`src/rtl/stage_id_redirect_ctrl.sv`:
```
// ID-stage control-flow redirect controller: decodes BRANCH/JAL/JALR, stalls for
// operands, resolves the condition and hands a registered redirect to fetch.
module stage_id_redirect_ctrl #(
  parameter int ADDR_WIDTH = 64,
  parameter int INST_WIDTH = 32
) (
  input  logic                  clk,
  input  logic                  rst,
  input  logic                  id_valid,
  input  logic [INST_WIDTH-1:0] inst,
  input  logic [ADDR_WIDTH-1:0] pc,
  input  logic [ADDR_WIDTH-1:0] bra_addr,
  input  logic [ADDR_WIDTH-1:0] jalr_addr,
  input  logic                  opnd_ready,
  input  logic                  cmp_eq,
  input  logic                  cmp_lt,
  input  logic                  cmp_ltu,
  input  logic                  ex_flush,
  input  logic                  redirect_ready,
  output logic                  redirect_valid,
  output logic [ADDR_WIDTH-1:0] redirect_addr,
  output logic                  id_stall,
  output logic                  id_flush,
  output logic                  addr_misaligned
);

  localparam logic [6:0] OP_BRANCH = 7'b1100011;
  localparam logic [6:0] OP_JAL    = 7'b1101111;
  localparam logic [6:0] OP_JALR   = 7'b1100111;

  typedef enum logic [1:0] {
    IDLE,
    WAIT_OPND,
    REDIRECT
  } state_t;

  state_t                  state_reg, state_next;
  logic                    redirect_valid_reg, redirect_valid_next;
  logic [ADDR_WIDTH-1:0]   redirect_addr_reg, redirect_addr_next;
  logic                    misaligned_reg, misaligned_next;

  logic [6:0]              opcode;
  logic [2:0]              funct3;
  logic                    is_branch;
  logic                    is_jal;
  logic                    is_jalr;
  logic                    is_cf;
  logic                    needs_opnd;
  logic [20:0]             jal_imm;
  logic [ADDR_WIDTH-1:0]   jal_offset;
  logic [ADDR_WIDTH-1:0]   jal_target;
  logic                    branch_taken;
  logic                    cf_taken;
  logic [ADDR_WIDTH-1:0]   cf_target;

  assign opcode     = inst[6:0];
  assign funct3     = inst[14:12];
  assign is_branch  = (opcode == OP_BRANCH);
  assign is_jal     = (opcode == OP_JAL);
  assign is_jalr    = (opcode == OP_JALR);
  assign is_cf      = is_branch | is_jal | is_jalr;
  assign needs_opnd = is_branch | is_jalr;

  // J-type immediate, sign-extended to the full address width; wraps modulo 2^ADDR_WIDTH
  assign jal_imm    = {inst[31], inst[19:12], inst[20], inst[30:21], 1'b0};
  assign jal_offset = {{(ADDR_WIDTH-21){jal_imm[20]}}, jal_imm};
  assign jal_target = pc + jal_offset;

  always_comb begin
    branch_taken = 1'b0;
    case (funct3)
      3'b000:  branch_taken = cmp_eq;
      3'b001:  branch_taken = ~cmp_eq;
      3'b100:  branch_taken = cmp_lt;
      3'b101:  branch_taken = ~cmp_lt;
      3'b110:  branch_taken = cmp_ltu;
      3'b111:  branch_taken = ~cmp_ltu;
      default: branch_taken = 1'b0;
    endcase
  end

  always_comb begin
    cf_taken  = 1'b0;
    cf_target = bra_addr;
    if (is_jal) begin
      cf_taken  = 1'b1;
      cf_target = jal_target;
    end else if (is_jalr) begin
      cf_taken  = 1'b1;
      cf_target = jalr_addr;
    end else if (is_branch) begin
      cf_taken  = branch_taken;
      cf_target = bra_addr;
    end
  end

  always_comb begin
    state_next          = state_reg;
    redirect_valid_next = redirect_valid_reg;
    redirect_addr_next  = redirect_addr_reg;
    misaligned_next     = 1'b0;
    id_stall            = 1'b0;
    id_flush            = 1'b0;

    case (state_reg)
      IDLE, WAIT_OPND: begin
        state_next = IDLE;
        if (id_valid && is_cf) begin
          if (needs_opnd && !opnd_ready) begin
            id_stall   = 1'b1;
            state_next = WAIT_OPND;
          end else if (cf_taken) begin
            // A target with bit1 set is reported instead of redirected
            if (cf_target[1]) begin
              misaligned_next = 1'b1;
            end else begin
              redirect_addr_next  = cf_target;
              redirect_valid_next = 1'b1;
              state_next          = REDIRECT;
            end
          end
        end
      end
      REDIRECT: begin
        id_flush = 1'b1;
        if (redirect_ready) begin
          redirect_valid_next = 1'b0;
          state_next          = IDLE;
        end
      end
      default: begin
        state_next          = IDLE;
        redirect_valid_next = 1'b0;
      end
    endcase

    // A later-stage flush overrides everything, including a pending redirect
    if (ex_flush) begin
      state_next          = IDLE;
      redirect_valid_next = 1'b0;
      redirect_addr_next  = redirect_addr_reg;
      misaligned_next     = 1'b0;
      id_stall            = 1'b0;
    end
  end

  always_ff @(posedge clk) begin
    if (rst) begin
      state_reg          <= IDLE;
      redirect_valid_reg <= 1'b0;
      redirect_addr_reg  <= '0;
      misaligned_reg     <= 1'b0;
    end else begin
      state_reg          <= state_next;
      redirect_valid_reg <= redirect_valid_next;
      redirect_addr_reg  <= redirect_addr_next;
      misaligned_reg     <= misaligned_next;
    end
  end

  assign redirect_valid  = redirect_valid_reg;
  assign redirect_addr   = redirect_addr_reg;
  assign addr_misaligned = misaligned_reg;

endmodule
```
`config.mk`:
```
export PLATFORM = sky130hd
export DESIGN_NAME = stage_id_redirect_ctrl
export DESIGN_NICKNAME = d
export VERILOG_FILES = /design/src/rtl/stage_id_redirect_ctrl.sv
export SDC_FILE = /design/constraint.sdc
export NUM_CORES = 1
export LEC_CHECK = 0
export CORE_MARGIN = 8
export CORE_UTILIZATION = 45
export CTS_BUF_LIST = sky130_fd_sc_hd__clkbuf_16
export DETAILED_ROUTE_END_ITERATION = 10
export MAX_ROUTING_LAYER = met4
export PLACE_DENSITY = 0.81
export SKIP_CTS_REPAIR_TIMING = 1
export SYNTH_ARGS = -nofsm -noshare
export SYNTH_HDL_FRONTEND = slang
export SYNTH_SLANG_ARGS = --single-unit
```
`constraint.sdc`:
```
create_clock -name clk -period 3.1 [get_ports clk]
set_input_delay 0.31 -clock clk [delete_from_list [all_inputs] [get_ports clk]]
set_output_delay 0.31 -clock clk [all_outputs]
set_load 0.02 [all_outputs]
```
### Word-level counts from Yosys, hierarchy flattened

Index checks and enable logic that the tools add are counted.

* flip-flop bits (word level): 67
* latch bits: 0
* bits in writable memories: 0
* memory bits (read-only): 0
* bits of input ports: 233
* word-level logic and storage cells: 66
* memories kept: 0

* add/sub/neg operators: 1
* multipliers: 0
* divide/modulo/power cells: 0
* magnitude comparators: 0
* equal/unequal tests: 15
* shifts and indexed selects: 0
* multiplexer cells: 24
* bitwise gates (word level): 12
* reduce and logical (&&, ||, !) cells: 10

Operators by type and width (count)
* two-way mux 64 bit: 2
* adder 64 bit: 1
* equality test 7 bit, second input constant: 3
* two-way mux 1 bit: 14
* equality test 3 bit, second input constant: 4
* two-way mux 2 bit: 5
* inequality test 2 bit, second input constant: 5
* inverter 1 bit: 9
* case mux 1 bit (6 select lines): 1
* AND reduction 6 bit: 1
* OR reduction 6 bit: 1
* AND reduction 5 bit: 1
* case mux 2 bit (2 select lines): 1
* OR reduction 2 bit: 2
* equality test 3 x 1 -> 1 bit, second input constant: 1
* logical NOT 3 bit: 1
* OR 1 bit: 3
* equality test 2 x 1 -> 1 bit, second input constant: 1
* equality test 2 bit, second input constant: 1
* logical AND 1 bit: 2
* logical NOT 2 bit: 1
* case mux 1 bit (2 select lines): 1
* logical NOT 1 bit: 1

### Longest topological paths before layout

* word-level depth: 9
* mapped depth: 14
* gate-level depth less buffers: 14

### Least setup slack after synthesis

OpenSTA, ideal clock, no wires.

* kind: input-to-reg
* from: input inst[25]
* to: register redirect_addr_reg[32], in the netlist redirect_addr[32]
* arrival time: 2699 ps
* slack: 330 ps
* cell stages on the path: 12
* path through: ha_1 -> a21o_1 -> a31oi_1 -> a211oi_1 -> o211ai_1 -> or3b_1 -> or2_1 -> a21oi_1 -> xnor2_1 -> mux2i_1 -> a211o_1 -> a21oi_1

* word-level cells in the longest chain between the ends: 2

Ends and longest elaborated chain
* start: declaration: RTL line 10 `input logic [INST_WIDTH-1:0] inst,`
* adder 64 bit: RTL line 67 `assign jal_target = pc + jal_offset;`
* two-way mux 64 bit: RTL line 85 `if (is_jal) begin`
* end signal: assignment: RTL line 156 `redirect_addr_reg <= redirect_addr_next;`
* end: declaration: RTL line 39 `logic [ADDR_WIDTH-1:0] redirect_addr_reg, redirect_addr_next;`

Every way passes these cells.
A chain may end at the register's enable or synchronous reset.

### Worst setup path in the final report

* from: input inst[13]
* to: register redirect_addr_reg[40], in the netlist redirect_addr[40]

* word-level cells in the longest chain between the ends: 6
* elaborated cells on any way between the ends: 13

Ends and longest elaborated chain
* parallel branches: the longest is 6 deep, another holds adder 64 bit

Several ways; the timed one is not identified.

==> impl_results.md <==
- Status: complete, no violations
- Startpoint Class: primary input
- Clock root buffer master: clkbuf_16
- Sequential area share after synthesis: 0.1767
- Die ar.: roughly 0.021 mm2
- Min-delay worst type: register to register
- Cell taking the most area after synthesis: dfxtp_1
- Post-synthesis xor/xnor area fraction: 0.06461
- Largest net degree at the start of global routing: 75
- Post-synth EDFFs: 0
- RD Place Congestion: 0.9618
- Top_reg_cell synth: dfxtp_1
- Synth Area in Simple Gates: 0.2164
- Minimum hold slack: 0.4516 ns
- Count leader, synth: a21oi_1
- I/O Buffers: a little under 300
- Post-DP HPWL: between 20000 and 30000 um
- First-pass DRT Iterations: 5
- Hold Fails Final Rpt: 0
- # IOs: 301
- TritonCTS Buffers: 9
- Slew HR: 0.5039
- Leakage Power: 5.227 nW
- Post-Synth Adder-Cell Area: 0.1048
- Sink Count: 67
- Post-Syn Instances: around 1100
- Synth Area in Compound Gates: 0.3191
- Syn_nets: roughly 1400
- Max reg flops: 63
- Layout cells sized above 1: 0.1928
- Critical path arrival: roughly 3.3 ns
- Non-filler cells, final: 1700
- Clock Path Buffers: 2
- Site Rows: 47
- Via count: 9851
- Fmax achieved: 330.5 MHz
- CP Max Fanout: 4
- Mapped Area: 0.007591 mm2
- Number of synthesis warnings: 0
- Overflow after GRT: 0
- Post-DRT Antenna Nets: 0
- CTS tree: done
- DR WL/cell: 20.09 um
- Async set-or-reset flop fraction in the synthesized netlist: 0
- Period utilization: 0.9761
- GRT Resource Usage Total: 0.3063
- MaxCap Viol Count: 0
- Routed WL: 34160 um
- Critical path class: primary input to register
- Vias per cell: between 5 and 6
- Worst-Margin Slew: 0.7442 ns
- Initial antenna violation count: 2
- Fillers: 1231
- First-pass GRT wire length: about 52000 um
- Slowest-stage cell, CP: clkdlybuf4s50_1
- Yosys reg bits: 67
- Initial Util: 0.4594
- Peak VDD IR: 283.0 uV
- Endpoint class of the critical path: register
- Fin crit period: 3.026 ns
- Core area: between 0.015 and 0.02 mm2
- Placed inst area: 0.01187 mm2
- Ranking of synthesized cells by area: dfxtp_1 (18%), ha_1 (10%), a21oi_1 (8.6%), mux2i_1 (5.7%), nand2_1 (5.4%)
- Mux cell area share after synthesis: 0.05967
- Synth cell count leaders: a21oi_1 (131), nand2_1 (109), nor2_1 (101)
- Post-route cell area: 0.01257 mm2
- Share of the synthesized area in the top cell type: 0.1767
- Die H: 145.9 um
- H-Tree Depth: 3
- Worst EP required: 3.35 ns
- Post-synth cell types: 83
- Iter 0 DRT Violations: 771
- Die X: 145.9 um
- Final net count: 1769
- Fin Clk Skew: 0.006497 ns
- Unrepaired setup endpoints after global routing: true
- Placed insts: approximately 1700
- Crit path largest cell delay: 0.58 ns
- Worst-Skew Late Latency: 0.35 ns
- Count of final setup violators: 0
- Vias in the first global route: 9591
- Largest family of logic cells by synthesized area: compound AO/OA/AOI/OAI gates
- Area grow syn2layout: 65.65%
- Slew Viols, Final: 0
- DRC: 0
- Syn_area_per_cell: between 7 and 8 um2
- Clock-pin slew on the worst setup and hold paths: 0.06 ns
- CP cell instances: clkdlybuf4s50_1, ha_4, a21oi_1, o211ai_1, a21boi_1, nor2b_1, or3b_1, or2_4, a21oi_4, o21ai_1, xor2_1, nand2_1, a311oi_1
- Power Dens Cells: 292.5 mW/mm2
==> cell families (layout without fill, tap and decap cells) <==
logic type                 after synthesis  in the layout
AOI/OAI and AO/OA                      379            379
xor gates and xnor gates                56             56
adders and majority gates               63             63
buffers and inverters                  103            524
DFF                                     67             67
muxes                                   45             45
other                                    1              3
and+or+nand+nor                        343            343
==> worst max-delay path: cells and delay by family <==
kind                       cells  cell delay (ns)
xor gates and xnor gates       1             0.17
and+or+nand+nor                4             0.82
AOI/OAI and AO/OA              6             1.14
adders and majority gates      1             0.25
buffers and inverters          1             0.58
==> power breakdown <==
| group | switching, mW | internal, mW |
|---|---|---|
| clock | 0.449 | 0.621 |
| combinational | 0.829 | 0.917 |
| sequential | 0.000680 | 0.862 |
==> cell usage in the layout, fill, tap and decap left out, types with 4 or more instances in the layout <==
cell type / synthesis / routed
nand2b_1: 6 / 6
ha_1: 62 / 53
nand2_1: 109 / 107
nand3_1: 14 / 14
a21oi_2: 2 / 10
and2_1: 5 / 4
o21ai_1: 2 / 5
and3_1: 5 / 5
a21o_1: 39 / 39
nor2_1: 101 / 99
nor3_1: 26 / 23
buf_4: 2 / 191
clkdlybuf4s50_1: 0 / 282
o21ai_0: 62 / 57
a211o_1: 12 / 12
o21ai_2: 4 / 5
nor2_2: 2 / 4
a21oi_1: 131 / 120
dfxtp_1: 67 / 67
clkbuf_16: 0 / 9
nor2b_1: 8 / 7
nor3b_1: 9 / 9
xor2_1: 23 / 20
a31oi_1: 19 / 17
o21bai_1: 14 / 14
inv_1: 20 / 20
dlymetal6s2s_1: 0 / 9
or3_1: 5 / 5
mux2i_1: 43 / 43
xnor2_1: 33 / 32
nand4_1: 28 / 28
a211oi_1: 22 / 20
o211ai_1: 21 / 21
o21a_1: 8 / 8
nor3_2: 1 / 4
ha_4: 0 / 7
==> cell type report <==
cell class	instances	area [um2]	share of cell area
diodes	2	5.005	0.0003980
clock buffers	9	225.2	0.01791
clock inverters	7	67.56	0.005373
inverters	20	75.07	0.005970
multi-input cells	887	6135	0.4879
flip-flops and latches	67	1341	0.1067
well taps	220	275.3	0.02189
repair buffers	488	4451	0.3539
==> through the flow <==
stage | utilization | worst slack [ns] | TNS, ns | power, mW
final | 0.7610 | 0.07399 | 0 | 3.678
after global routing | 0.7610 | -0.06039 | -0.2386 | 3.856
after CTS | 0.7361 | -0.2290 | -0.9799 | 3.580
after detailed placement | 0.7184 | -0.5402 | -12.47 | 2.503
after global placement | 0.7184 | -0.4776 | -9.399 | 2.481
after floorplan | - | 0.3305 | 0 | 1.705
==> layer usage <==
metal | part of all wire | GRT usage | vias to the layer above | wire length (um)
met5 | 0 | - | - | 0
met4 | 0.027 | 0.1093 | 0 | 936
met3 | 0.064 | 0.03856 | 62 | 2196
met2 | 0.48 | 0.5070 | 423 | 16520
met1 | 0.42 | 0.3758 | 4649 | 14500
li1 | - | - | 4717 | -
==> path summary, 6_finish.rpt <==
| path | startpoint | to | slack, ns | cells past startpoint |
|---|---|---|---|---|
| worst min-delay path | redirect_addr[28]$_SDFFE_PP0P_ | redirect_addr[28]$_SDFFE_PP0P_ | 0.45 | 2 |
| worst max-delay path | inst[13] | redirect_addr[40]$_SDFFE_PP0P_ | 0.07 | 13 |
| worst min register to register | redirect_addr[28]$_SDFFE_PP0P_ | redirect_addr[28]$_SDFFE_PP0P_ | 0.45 | 2 |
| worst max register to register | state_reg[1]$_SDFFE_PP0P_ | redirect_addr[15]$_SDFFE_PP0P_ | 0.77 | 7 |
No activity file was read; power rests on OpenSTA's default activity.
